## src/rtl/player_bullet.sv

```systemverilog
// Player projectile: spawns one bullet centred on the ship on a fire request and moves it up once per frame.
// The bullet retires on a hit or at the top of the screen, then a frame-counted cooldown re-arms firing.
module player_bullet #(
    parameter int BULLET_W  = 2,
    parameter int BULLET_H  = 8,
    parameter int SPEED     = 8,
    parameter int SHIP_Y    = 440,
    parameter int SHIP_BASE = 16,
    parameter int COOLDOWN  = 8
) (
    input  logic       clk,
    input  logic       rst_n,
    input  logic       v_sync,
    input  logic [9:0] pix_x,
    input  logic [9:0] pix_y,
    input  logic       fire,
    input  logic [9:0] ship_x_pos,
    input  logic [3:0] scale,
    input  logic       hit,
    output logic       bullet_on,
    output logic [9:0] bullet_x,
    output logic [9:0] bullet_y,
    output logic       bullet_active,
    output logic       shot_fired
);
    // state       | meaning
    // ST_READY    | armed, waiting for a fire press and then a frame tick
    // ST_FLYING   | bullet in flight, moving up SPEED pixels per frame
    // ST_COOLDOWN | bullet retired, counting frames before re-arming
    typedef enum logic [1:0] {ST_READY, ST_FLYING, ST_COOLDOWN} state_t;

    localparam int CNT_W = (COOLDOWN < 1) ? 1 : $clog2(COOLDOWN + 1);

    state_t             state, state_nxt;
    logic               v_sync_d, fire_d;
    logic               fire_pending, pending_nxt, shot_nxt;
    logic [CNT_W-1:0]   cnt, cnt_nxt;
    logic [9:0]         bx_nxt, by_nxt;
    logic               tick, fire_rise;
    logic [3:0]         scale_eff;
    logic [10:0]        spawn_raw;
    logic [9:0]         spawn_x;
    logic [10:0]        px11, py11, bx11, by11;

    assign tick      = v_sync & ~v_sync_d;
    assign fire_rise = fire & ~fire_d;
    assign scale_eff = (scale == 4'd0) ? 4'd1 : scale;

    // Computed in 11 bits so a ship near the right edge cannot wrap before the clamp.
    assign spawn_raw = {1'b0, ship_x_pos}
                     + ((11'(SHIP_BASE) * {7'd0, scale_eff}) >> 1)
                     - 11'(BULLET_W / 2);
    assign spawn_x   = (spawn_raw > 11'(640 - BULLET_W)) ? 10'(640 - BULLET_W) : spawn_raw[9:0];

    always_ff @(posedge clk or negedge rst_n) begin
        if (!rst_n) begin
            state        <= ST_READY;
            v_sync_d     <= 1'b1;
            fire_d       <= 1'b1;
            fire_pending <= 1'b0;
            cnt          <= '0;
            bullet_x     <= '0;
            bullet_y     <= '0;
            shot_fired   <= 1'b0;
        end else begin
            state        <= state_nxt;
            v_sync_d     <= v_sync;
            fire_d       <= fire;
            fire_pending <= pending_nxt;
            cnt          <= cnt_nxt;
            bullet_x     <= bx_nxt;
            bullet_y     <= by_nxt;
            shot_fired   <= shot_nxt;
        end
    end

    always_comb begin
        state_nxt   = state;
        pending_nxt = fire_pending;
        cnt_nxt     = cnt;
        bx_nxt      = bullet_x;
        by_nxt      = bullet_y;
        shot_nxt    = 1'b0;
        case (state)
            ST_READY: begin
                if (tick && fire_pending) begin
                    state_nxt   = ST_FLYING;
                    bx_nxt      = spawn_x;
                    by_nxt      = 10'(SHIP_Y - BULLET_H);
                    pending_nxt = 1'b0;
                    shot_nxt    = 1'b1;
                end else if (fire_rise) begin
                    pending_nxt = 1'b1;
                end
            end
            ST_FLYING: begin
                if (hit) begin
                    state_nxt = ST_COOLDOWN;
                    cnt_nxt   = CNT_W'(COOLDOWN);
                end else if (tick) begin
                    if (bullet_y < 10'(SPEED)) begin
                        state_nxt = ST_COOLDOWN;
                        cnt_nxt   = CNT_W'(COOLDOWN);
                    end else begin
                        by_nxt = bullet_y - 10'(SPEED);
                    end
                end
            end
            ST_COOLDOWN: begin
                if (tick) begin
                    if (cnt == '0) state_nxt = ST_READY;
                    else           cnt_nxt   = cnt - CNT_W'(1);
                end
            end
            default: state_nxt = ST_READY;
        endcase
    end

    assign bullet_active = (state == ST_FLYING);

    assign px11 = {1'b0, pix_x};
    assign py11 = {1'b0, pix_y};
    assign bx11 = {1'b0, bullet_x};
    assign by11 = {1'b0, bullet_y};

    assign bullet_on = bullet_active
                     && (px11 >= bx11) && (px11 < bx11 + 11'(BULLET_W))
                     && (py11 >= by11) && (py11 < by11 + 11'(BULLET_H));
endmodule

```

## config.mk

```make
export PLATFORM = sky130hd
export DESIGN_NAME = player_bullet
export DESIGN_NICKNAME = d
export VERILOG_FILES = /design/src/rtl/player_bullet.sv
export SDC_FILE = /design/constraint.sdc
export NUM_CORES = 1
export LEC_CHECK = 0
export ABC_CLOCK_PERIOD_IN_PS = 3150
export CORE_UTILIZATION = 45
export DETAILED_ROUTE_END_ITERATION = 16
export PLACE_DENSITY = 0.7
export SLEW_MARGIN = 20
export SYNTH_ARGS = -nofsm -noshare
export SYNTH_HDL_FRONTEND = slang
export SYNTH_SLANG_ARGS = --single-unit
```

## constraint.sdc

```tcl
create_clock -name clk -period 3.15 [get_ports clk]
set_clock_uncertainty 0.2 [all_clocks]
set_input_delay 0.315 -clock clk [delete_from_list [all_inputs] [get_ports clk]]
set_output_delay 0.315 -clock clk [all_outputs]
set_load 0.02 [all_outputs]
```

==> results of run 1 <==
## worst reg2reg max path, delay by kind of cell (launching register included)
| family | cells | cell delay, ps |
|---|---|---|
| and+or+nand+nor | 3 | 600 |
| AOI/OAI and AO/OA | 2 | 490 |
| DFF | 1 | 430 |
| buffers and inverters | 1 | 160 |
| xor gates and xnor gates | 1 | 130 |
## synth_stat cells, types with 2 or more instances
cell	n	area, um^2
a211oi_1	3	22.5
a21o_1	4	30.0
a21o_2	3	26.3
a21oi_1	9	45.0
a2bb2oi_1	2	17.5
a31oi_1	3	18.8
a32o_1	2	20.0
a32oi_1	3	26.3
and2_1	2	12.5
and3_1	5	31.3
buf_4	3	22.5
dfrtp_1	25	626
dfstp_2	2	52.6
ha_1	51	638
inv_1	47	176
nand2_1	15	56.3
nand2b_1	5	31.3
nand3_1	13	65.1
nand4_1	5	31.3
nor2_1	11	41.3
nor2b_1	4	25.0
nor3_1	3	15.0
nor4_1	7	43.8
o211ai_2	2	25.0
o21a_1	10	75.1
o21ai_0	14	70.1
o22ai_1	2	12.5
o31ai_1	2	15.0
xnor2_1	19	166
xor2_1	4	35.0
## power by group
group / leakage, nW / switching, W / internal (W)
Combinational: 1.44 / 0.000857 / 0.000868
Clock: 0.0217 / 0.000103 / 0.0000895
Sequential: 0.307 / 0.000103 / 0.000463
Total: 1.76 / 0.00106 / 0.00142
## through the flow
stage / power, W / setup TNS (ps) / worst slack [ps] / util (%) / hold WS, ps
after floorplan: 0.00165 / 0 / 143 / - / -181
after global placement: 0.00222 / -105 / -81.8 / 62.7 / 268
after detailed placement: 0.00228 / -311 / -117 / 62.7 / 274
after CTS: 0.00248 / 0 / 17.2 / 63.5 / 213
after global routing: 0.00274 / -0.446 / -0.446 / 63.9 / 252
final: 0.00248 / 0 / 135 / 63.9 / 210
## what timing repair did
action	4_1_cts	5_1_grt
setup buffers	0	1
gates cloned	0	0
gates resized for setup	5	6
endpoints found under the setup margin	1	1
hold endpoints to repair	0	0
pin swaps	0	1
## cells by family after synthesis
| family | count (synthesis) | synth area share (%) |
|---|---|---|
| flip-flops | 27 | 24.9 |
| multiplexers | 1 | 0.505 |
| adder cells (fa/ha/maj) | 52 | 24.2 |
| XOR/XNOR | 23 | 7.39 |
| AND/OR/NAND/NOR | 76 | 14.8 |
| buffers and inverters | 53 | 7.80 |
| other | 1 | 0.138 |
| AO/OA/AOI/OAI | 73 | 20.3 |
## path summary, 6_finish.rpt
| path | startpoint | end | slack, ps | cells after the start |
|---|---|---|---|---|
| setup / recovery | bullet_x[1] | bullet_on | 130 | 9 |
| hold / removal | rst_n | fire_pending | 210 | 2 |
| setup reg to reg | bullet_y[4] | bullet_y[9] | 1010 | 7 |
| hold reg to reg | fire_pending | fire_pending | 300 | 1 |
| max in group asynchronous | rst_n | fire_d | 2240 | 2 |
| min in group clk | fire | fire_d | 270 | 1 |
## flip-flops by register name, summed over array words and instances, names as in the netlist
name and count:
bullet_y 7, cnt 4, bullet_x 10, shot_fired 1
state 2, fire_d 1, fire_pending 1, v_sync_d 1
## metal layers
layer	track usage, %	vias to the layer above	wire (um)
li1	-	1258	-
met1	26.4	1124	2850
met2	35.7	50	2810
met3	0.800	4	156
met4	5.00	0	46
met5	0	-	0
## area by class of cell
| class | count | area (um^2) |
|---|---|---|
| inverters | 47 | 176 |
| flip-flops and latches | 27 | 678 |
| repair buffers | 85 | 773 |
| clock buffers | 3 | 41.3 |
| clock inverters | 1 | 7.51 |
| multi-input cells | 228 | 1860 |
| fillers | 491 | 2050 |
| well taps | 72 | 90.1 |
==> results.sh, run 1 <==
export IMPL_core_area_um2=5680
export IMPL_root_buffer="clkbuf_8"
export IMPL_drc_errors=0
export IMPL_routed_wl_um=5860
export IMPL_yosys_warnings=0
export IMPL_hold_buffers=0
export IMPL_grt_max_degree=28
export IMPL_areaGrowthSynthToFinish_pct=33.0
export IMPL_globalRouteTotalUtil_pct=20.0
export IMPL_critPathKind="reg -> out"
export IMPL_ios=62
export IMPL_cp_arrival_ps=2500
export IMPL_setup_viol=0
export IMPL_synth_ff_type="dfrtp_1"
export IMPL_drv_cap=0
export IMPL_cp_buffers_inverters=2
export IMPL_grt_ovfl_total=0
export IMPL_status="finished clean"
export IMPL_synth_avg_cell_area_um2=8.91
export IMPL_cp_end_kind="primary output"
export IMPL_cp_slowest_stage_delay_ps=370
export IMPL_wl_per_cell_um=12.7
export IMPL_drive_gt1_share_pct=13.6
export IMPL_final_cell_area_um2=3620
export IMPL_place_area_um2=3560
export IMPL_syn_inst=306
export IMPL_fin_crit_sh_pct=95.7
export IMPL_cpLargestDelayFamily="simple AND/OR/NAND/NOR gates"
export IMPL_dieHeight_um=79.8
export IMPL_path_cells="buf_4, nand3_1, xnor2_1, ha_1, nor4_1, a211oi_1, o41a_1, nor4_2, buf_4"
export IMPL_worstMarginPinSlew_ps=556
export IMPL_grt_pass1_wl_um=10300
export IMPL_powerDensity_nw_per_um2=685
export IMPL_fmax_mhz=332
export IMPL_p_leak_nw=1.76
export IMPL_diodes=0
export IMPL_grt_pass1_vias=2429
export IMPL_syn_area_um2=2730
export IMPL_crit_top_cell="buf_4"
export IMPL_via_count=2436
export IMPL_port_buffers=55
export IMPL_cts_buffers=3
export IMPL_clk_latency_ps=270
export IMPL_avgViaCountPerCell=5.26
export IMPL_clk_pin_slew_ps=90
export IMPL_synth_seq_cells=27
export IMPL_critPathMaxFanout=7
export IMPL_async_reset_ff_share_pct=100
export IMPL_slew_limit_headroom_pct=62.6
export IMPL_mostFrequentLayoutCell="clkdlybuf4s50_1"
export IMPL_synth_cell_type_count=56
export IMPL_hold_viol_final=0
export IMPL_htree_levels=1
export IMPL_synth_seq_area_share_pct=24.9
export IMPL_die_area_um2=6370
export IMPL_dp_cells=458
export IMPL_drv_slew=0
export IMPL_antenna_left=0
export IMPL_cts_num_sinks=27
export IMPL_crit_slowest_cell="dfrtp_1"
export IMPL_synth_edf_count=0
export IMPL_cts_tree="yes"
export IMPL_layout_nets=483
export IMPL_gp_congestion=0.795
export IMPL_clk_path_buf_depth=2
export IMPL_grt_antenna_before_repair=0
export IMPL_firstDrtPassIters=4
export IMPL_worst_ep_required_time_ps=2630
export IMPL_crit_path_start_kind="flip-flop"
export IMPL_peakVddDrop_mv=0.361
export IMPL_die_x_um=79.8
export IMPL_row_count=27
export IMPL_stdcell_count=463
export IMPL_mostFrequentLayoutCells="clkdlybuf4s50_1 (54), ha_1 (49), inv_1 (47), buf_4 (31), dfrtp_1 (25)"
export IMPL_initial_core_util_pct=48.0
export IMPL_drt_iter0_drc=44
export IMPL_finalCriticalPeriod_ps=3020
export IMPL_hp_class="in -> async"
export IMPL_dp_hpwl_um=5030
(Power assumes the default switching activity.)
==> inputs of run 2 (changes only) <==
- GPL_ROUTABILITY_DRIVEN: default -> 0
==> results of run 2 <==
Final layout, timing and power as in run 1 (identical DEF).
